$ cat config.mk
export PLATFORM = sky130hd
export DESIGN_NAME = dec_onehot_seq_flat
export DESIGN_NICKNAME = d
export VERILOG_FILES = /design/src/rtl/dec_pkg.sv /design/src/rtl/dec_onehot_seq_if.sv /design/src/rtl/dec_onehot_core.sv /design/src/rtl/dec_onehot_seq.sv /design/src/flat_wrapper.sv
export SDC_FILE = /design/constraint.sdc
export NUM_CORES = 1
export LEC_CHECK = 0
export BUFFER_PORTS_ARGS = -buffer_cell sky130_fd_sc_hd__buf_2
export CAP_MARGIN = 40
export CELL_PAD_IN_SITES_DETAIL_PLACEMENT = 1
export CELL_PAD_IN_SITES_GLOBAL_PLACEMENT = 1
export CORE_AREA = 2 2 44 46
export DETAILED_ROUTE_END_ITERATION = 7
export DIE_AREA = 0 0 46 48
export PLACE_DENSITY = 0.77
export SLEW_MARGIN = 20
export SYNTH_ARGS = -nofsm -noshare
export SYNTH_HDL_FRONTEND = slang
export SYNTH_SLANG_ARGS = --single-unit
$ cat constraint.sdc
create_clock -name clk -period 2.81 [get_ports clk]
set_input_delay 0 -clock clk [delete_from_list [all_inputs] [get_ports clk]]
set_output_delay 0 -clock clk [all_outputs]
set_load 0.01 [all_outputs]
$ cat src/rtl/dec_pkg.sv
// Shared types and sizing helpers for the one-hot sequencing decoder.
package dec_pkg;

  typedef enum logic [1:0] {
    MODE_LEVEL = 2'd0,
    MODE_PULSE = 2'd1,
    MODE_SCAN  = 2'd2,
    MODE_RSVD  = 2'd3
  } mode_t;

  typedef enum logic [1:0] {
    ST_IDLE  = 2'd0,
    ST_HOLD  = 2'd1,
    ST_PULSE = 2'd2,
    ST_SCAN  = 2'd3
  } state_t;

  function automatic int unsigned max_u(input int unsigned a, input int unsigned b);
    return (a > b) ? a : b;
  endfunction

  // One spare bit so the counter can reach its terminal value without wrapping.
  function automatic int unsigned cnt_width(input int unsigned pulseLen, input int unsigned outW);
    return $clog2(max_u(pulseLen, outW)) + 1;
  endfunction

endpackage

$ cat src/rtl/dec_onehot_seq_if.sv
// Command/strobe bundle between a command source (master) and the decoder (slave).
interface dec_onehot_seq_if #(
  parameter int unsigned SEL_W = 2
) ();

  localparam int unsigned OUT_W = 1 << SEL_W;

  logic             en_i;
  logic             in_valid_i;
  logic             in_ready_o;
  logic [SEL_W-1:0] sel_i;
  logic [1:0]       mode_i;
  logic [OUT_W-1:0] op_o;
  logic             op_valid_o;
  logic             busy_o;

  modport master (
    output en_i, in_valid_i, sel_i, mode_i,
    input  in_ready_o, op_o, op_valid_o, busy_o
  );

  modport slave (
    input  en_i, in_valid_i, sel_i, mode_i,
    output in_ready_o, op_o, op_valid_o, busy_o
  );

endinterface

$ cat src/rtl/dec_onehot_core.sv
// Combinational SEL_W -> 2^SEL_W one-hot decoder; all-zero when disabled.
module dec_onehot_core #(
  parameter int unsigned SEL_W = 2
) (
  input  logic [SEL_W-1:0]      sel_i,
  input  logic                  en_i,
  output logic [(1<<SEL_W)-1:0] onehot_o
);

  always_comb begin
    onehot_o = '0;
    if (en_i) begin
      onehot_o[sel_i] = 1'b1;
    end
  end

endmodule

$ cat src/rtl/dec_onehot_seq.sv
// Registered one-hot decoder with valid/ready command input and LEVEL/PULSE/SCAN output modes.
module dec_onehot_seq
  import dec_pkg::*;
#(
  parameter int unsigned SEL_W     = 2,
  parameter int unsigned PULSE_LEN = 1
) (
  input logic               clk,
  input logic               rst,
  dec_onehot_seq_if.slave   bus
);

  localparam int unsigned OUT_W = 1 << SEL_W;
  localparam int unsigned CNT_W = cnt_width(PULSE_LEN, OUT_W);
  localparam logic [CNT_W-1:0] PULSE_END = CNT_W'(PULSE_LEN);
  localparam logic [CNT_W-1:0] SCAN_END  = CNT_W'(OUT_W);
  localparam logic [CNT_W-1:0] CNT_ONE   = CNT_W'(1);

  state_t           state_q, state_d;
  logic [CNT_W-1:0] cnt_q, cnt_d;
  logic [SEL_W-1:0] idx_q, idx_d;
  logic [OUT_W-1:0] op_q, op_d;
  logic             opValid_q;
  logic             busy_q;
  logic             decEn;
  logic             accept;
  mode_t            modeIn;

  assign bus.in_ready_o = bus.en_i & ~rst & ((state_q == ST_IDLE) | (state_q == ST_HOLD));
  assign accept         = bus.in_valid_i & bus.in_ready_o;
  assign modeIn         = mode_t'(bus.mode_i);

  // The counter holds the number of cycles already shown for the current PULSE/SCAN command.
  always_comb begin
    state_d = state_q;
    cnt_d   = cnt_q;
    idx_d   = idx_q;
    decEn   = 1'b0;
    if (!bus.en_i) begin
      state_d = ST_IDLE;
      cnt_d   = '0;
    end else if (accept) begin
      idx_d = bus.sel_i;
      decEn = 1'b1;
      case (modeIn)
        MODE_PULSE: begin
          state_d = ST_PULSE;
          cnt_d   = CNT_ONE;
        end
        MODE_SCAN: begin
          state_d = ST_SCAN;
          cnt_d   = CNT_ONE;
        end
        default: begin
          state_d = ST_HOLD;
          cnt_d   = '0;
        end
      endcase
    end else begin
      case (state_q)
        ST_HOLD: begin
          decEn = 1'b1;
        end
        ST_PULSE: begin
          if (cnt_q >= PULSE_END) begin
            state_d = ST_IDLE;
            cnt_d   = '0;
          end else begin
            decEn = 1'b1;
            cnt_d = cnt_q + CNT_ONE;
          end
        end
        ST_SCAN: begin
          if (cnt_q >= SCAN_END) begin
            state_d = ST_IDLE;
            cnt_d   = '0;
          end else begin
            decEn = 1'b1;
            idx_d = idx_q + 1'b1;
            cnt_d = cnt_q + CNT_ONE;
          end
        end
        default: begin
        end
      endcase
    end
  end

  dec_onehot_core #(
    .SEL_W (SEL_W)
  ) u_core (
    .sel_i    (idx_d),
    .en_i     (decEn),
    .onehot_o (op_d)
  );

  always_ff @(posedge clk) begin
    if (rst) begin
      state_q   <= ST_IDLE;
      cnt_q     <= '0;
      idx_q     <= '0;
      op_q      <= '0;
      opValid_q <= 1'b0;
      busy_q    <= 1'b0;
    end else begin
      state_q   <= state_d;
      cnt_q     <= cnt_d;
      idx_q     <= idx_d;
      op_q      <= op_d;
      opValid_q <= |op_d;
      busy_q    <= (state_d == ST_PULSE) | (state_d == ST_SCAN);
    end
  end

  assign bus.op_o       = op_q;
  assign bus.op_valid_o = opValid_q;
  assign bus.busy_o     = busy_q;

endmodule

$ cat src/flat_wrapper.sv
// flat-port wrapper written by rule: the top's interface ports become plain ports
module dec_onehot_seq_flat import dec_pkg::*;
#(
  parameter int unsigned SEL_W     = 2,
  parameter int unsigned PULSE_LEN = 1
)
  (clk, rst, bus_en_i, bus_in_valid_i, bus_sel_i, bus_mode_i, bus_in_ready_o, bus_op_o, bus_op_valid_o, bus_busy_o);
  dec_onehot_seq_if #(.SEL_W(SEL_W)) bus_i ();
  input logic clk;
  input logic rst;
  input wire logic [$bits(bus_i.en_i)-1:0] bus_en_i;
  input wire logic [$bits(bus_i.in_valid_i)-1:0] bus_in_valid_i;
  input wire logic [$bits(bus_i.sel_i)-1:0] bus_sel_i;
  input wire logic [$bits(bus_i.mode_i)-1:0] bus_mode_i;
  output wire logic [$bits(bus_i.in_ready_o)-1:0] bus_in_ready_o;
  output wire logic [$bits(bus_i.op_o)-1:0] bus_op_o;
  output wire logic [$bits(bus_i.op_valid_o)-1:0] bus_op_valid_o;
  output wire logic [$bits(bus_i.busy_o)-1:0] bus_busy_o;
  assign bus_i.en_i = bus_en_i;
  assign bus_i.in_valid_i = bus_in_valid_i;
  assign bus_i.sel_i = bus_sel_i;
  assign bus_i.mode_i = bus_mode_i;
  assign bus_in_ready_o = bus_i.in_ready_o;
  assign bus_op_o = bus_i.op_o;
  assign bus_op_valid_o = bus_i.op_valid_o;
  assign bus_busy_o = bus_i.busy_o;
  dec_onehot_seq #(.SEL_W(SEL_W), .PULSE_LEN(PULSE_LEN)) u_core (.clk(clk), .rst(rst), .bus(bus_i));
endmodule
==> key figures <==
Worst hold path
  • Hold WC Path Type: input pin to flop
  • Hold Path End: u_core.bus.op_o[2]$_SDFF_PP0_
  • Hold Crit Depth: 3
  • Worst Min Path Start: bus_sel_i[0]

Floorplanning
  • Die Wd: 46 µm
  • Row cnt: 15
  • Starting Density: 0.385
  • Die ar.: 0.00221 mm²
  • Core Area: 0.00169 mm²
  • IO Count: 15
  • Die Height: 48 µm

Layout
  • Antenna diode count: 0
  • Post-layout net count: 97
  • Fill cells: 200
  • Layout cells sized above 1: 0.333
  • Layout Area Growth over Synthesis: 19.0%
  • Final instance area: 774 µm²

Route
  • DR vias: 543
  • Final wirelength: 1430 µm
  • Drt drc: 0
  • Initial DRT Pass Iterations: 4
  • DR WL/cell: ~14 µm
  • Number of DRC markers in iteration 0: 5
  • ANT nets after route: 0
  • Vias per cell: roughly 5.4

Place
  • Post-DP HPWL: between 1000 and 1500 µm
  • Placed cell areas: 727 µm²
  • IO buf count: 14
  • GPL Wtd Cong: between 0.7 and 0.8

Timing
  • Sum Neg Setup Slack: 0 ps
  • Final min period: between 1500 and 2000 ps
  • Setup violators final: 0
  • Clock skew: 7.91 ps
  • Slew Limit Fails: 0
  • RSZ-0062 raised after global routing: no
  • Max transition margin: 0.779
  • Max Fclk: 0.526 GHz
  • Worst hold slack: 59.3 ps
  • Crit share post-route: 0.676
  • Hold Vio Cnt, Final: 0
  • Actual slew at the worst max-slew pin: between 300 and 400 ps

Critical path
  • R2r endpoint: u_core.idx_q[0]$_SDFF_PP0_
  • FF-to-FF Start: u_core.state_q[1]$_SDFF_PP0_
  • Arr. time, crit path: 2080 ps
  • WP data required: roughly 3000 ps
  • Worst setup startpoint: u_core.state_q[1]$_SDFF_PP0_
  • Crit-path max FO: 11
  • Crit path capture type: flop
  • Worst R2R Setup Slack: ~910 ps
  • Critical path class: flop to flop
  • R2R cell count: 5
  • Startpoint Class: flop

CTS
  • CTS root buf: clkbuf_4
  • CTS buffer count: 3
  • Clk_lat worst skew: 280 ps
  • Clock Path Buffers: 2
  • CTS tree: done
  • Clock transition at path regs: 90 ps
  • Sink Count: 13
  • Htree depth: 1
  • Post_cts resized: 0

Global route
  • Number of global-route vias before repair: 508
  • Initial antenna violation count: 0
  • First-pass GRT wire length: around 2300 µm
  • Grt total ovfl: 0
  • Total GRT Usage: 0.155
  • Largest net degree at the start of global routing: 12

Yosys
  • Sequential area share after synthesis: 0.400
  • Yosys warning count: 0
  • Syn Area/Cell: 9.86 µm²
  • Synth top area share: 0.400
  • Post-synthesis net count: 78
  • Predominant post-synthesis flop cell: dfxtp_1
  • Largest area contributor in the netlist: dfxtp_1
  • Mapped Cells: 66
  • Asr flop ratio synth: 0
  • Post-synthesis cell type count: 30
  • #FFs+latches synth: 13
  • Netlist Area Pre-Place: 651 µm²
  • Synth area leaders: dfxtp_1 (40%), ha_1 (7.7%), inv_1 (5.2%)
  • Post-synth EDFFs: 0

Outcome
  • Status: complete, no violations

Pwr
  • Worst vdd ir: 0.240 mV
  • Pleak: 0.341 nW
  • Pwr Density: about 450 mW/mm²

Job
  • Max-cap check violation count: 0
final cells by class:
cell class / instances / area (µm²) / share of cell area
inverters: 9 / 33.8 / 0.0436
clock inverters: 1 / 5.00 / 0.00646
well taps: 17 / 21.3 / 0.0275
repair buffers: 16 / 90.1 / 0.116
clock buffers: 3 / 22.5 / 0.0291
multi-input cells: 42 / 342 / 0.441
flip-flops and latches: 13 / 260 / 0.336
metrics by stage:
| step | setup WS [ps] | std cells | total power, mW | utilization |
|---|---|---|---|---|
| after floorplan | 1450 | 66 | 0.219 | - |
| after global routing | 803 | 101 | 0.375 | 0.459 |
| after CTS | 920 | 101 | 0.357 | 0.459 |
| after detailed placement | 1240 | 95 | 0.234 | 0.430 |
| after global placement | 1250 | 95 | 0.233 | 0.430 |
| final | 910 | 101 | 0.350 | 0.459 |
cells in the final DEF, fill, tap and decap left out, types with 2 or more instances in the layout:
cell type	Yosys	layout
dlygate4sd3_1	0	2
ha_1	4	4
dfxtp_1	13	13
clkbuf_4	0	3
buf_2	0	14
a21oi_1	4	4
a22oi_1	2	2
o21ai_0	3	3
inv_1	9	9
and3_1	2	2
nor2_1	7	7
synth_stat cells (all sizes together) (2+ instances only):
cell and number:
ha 4, and3 2, dfxtp 13, inv 9, a21oi 4, nor3b 2, a22oi 3, nor2 7
o21ai 4
routing by layer:
layer  global-route usage  share of wire  vias to the layer above
met5                    0              0                        -
met4                0.103          0.013                        0
met3               0.0340          0.038                        2
met2                0.219           0.44                       17
met1                0.209           0.50                      251
li1                     -              -                      273
power by group:
part	switching, mW	internal, mW
clock network	0.0652	0.0528
registers	0.00363	0.188
logic	0.0212	0.0183
what timing repair did:
action	CTS	global route
endpoints found under the setup margin	0	0
setup buffers	0	0
endpoints found under the hold margin	2	0
hold buffers	2	0
state kept, by name, summed over array words and instances, names as in the netlist:
| name | count |
|---|---|
| u_core.state_q | 2 |
| u_core.cnt_q | 3 |
| u_core.bus.busy_o | 1 |
| u_core.idx_q | 2 |
| u_core.bus.op_valid_o | 1 |
| u_core.bus.op_o | 4 |
kinds of logic after synthesis:
logic type / share of synthesized area
flops: 0.400
simple gates: 0.210
compound gates: 0.238
buf+inv: 0.0750
fa+ha+maj: 0.0769
worst max path at each step:
stage	to	slack, ps	cells past startpoint
after floorplan	u_core.bus.op_o[3]$_SDFF_PP0_	1450	6
after global placement	u_core.bus.op_o[3]$_SDFF_PP0_	1250	6
after detailed placement	u_core.bus.op_o[2]$_SDFF_PP0_	1240	6
after CTS	u_core.idx_q[0]$_SDFF_PP0_	920	5
after global routing	u_core.idx_q[0]$_SDFF_PP0_	800	5
final	u_core.idx_q[0]$_SDFF_PP0_	910	5
worst max-delay path, stage by stage, from the launching register on:
cell and delay (ps):
dfxtp_1 520, nor2b_4 270, a311oi_2 130, a211oi_2 270
nor2_1 70, dlygate4sd3_1 550
No activity file was read; power rests on OpenSTA's default activity.
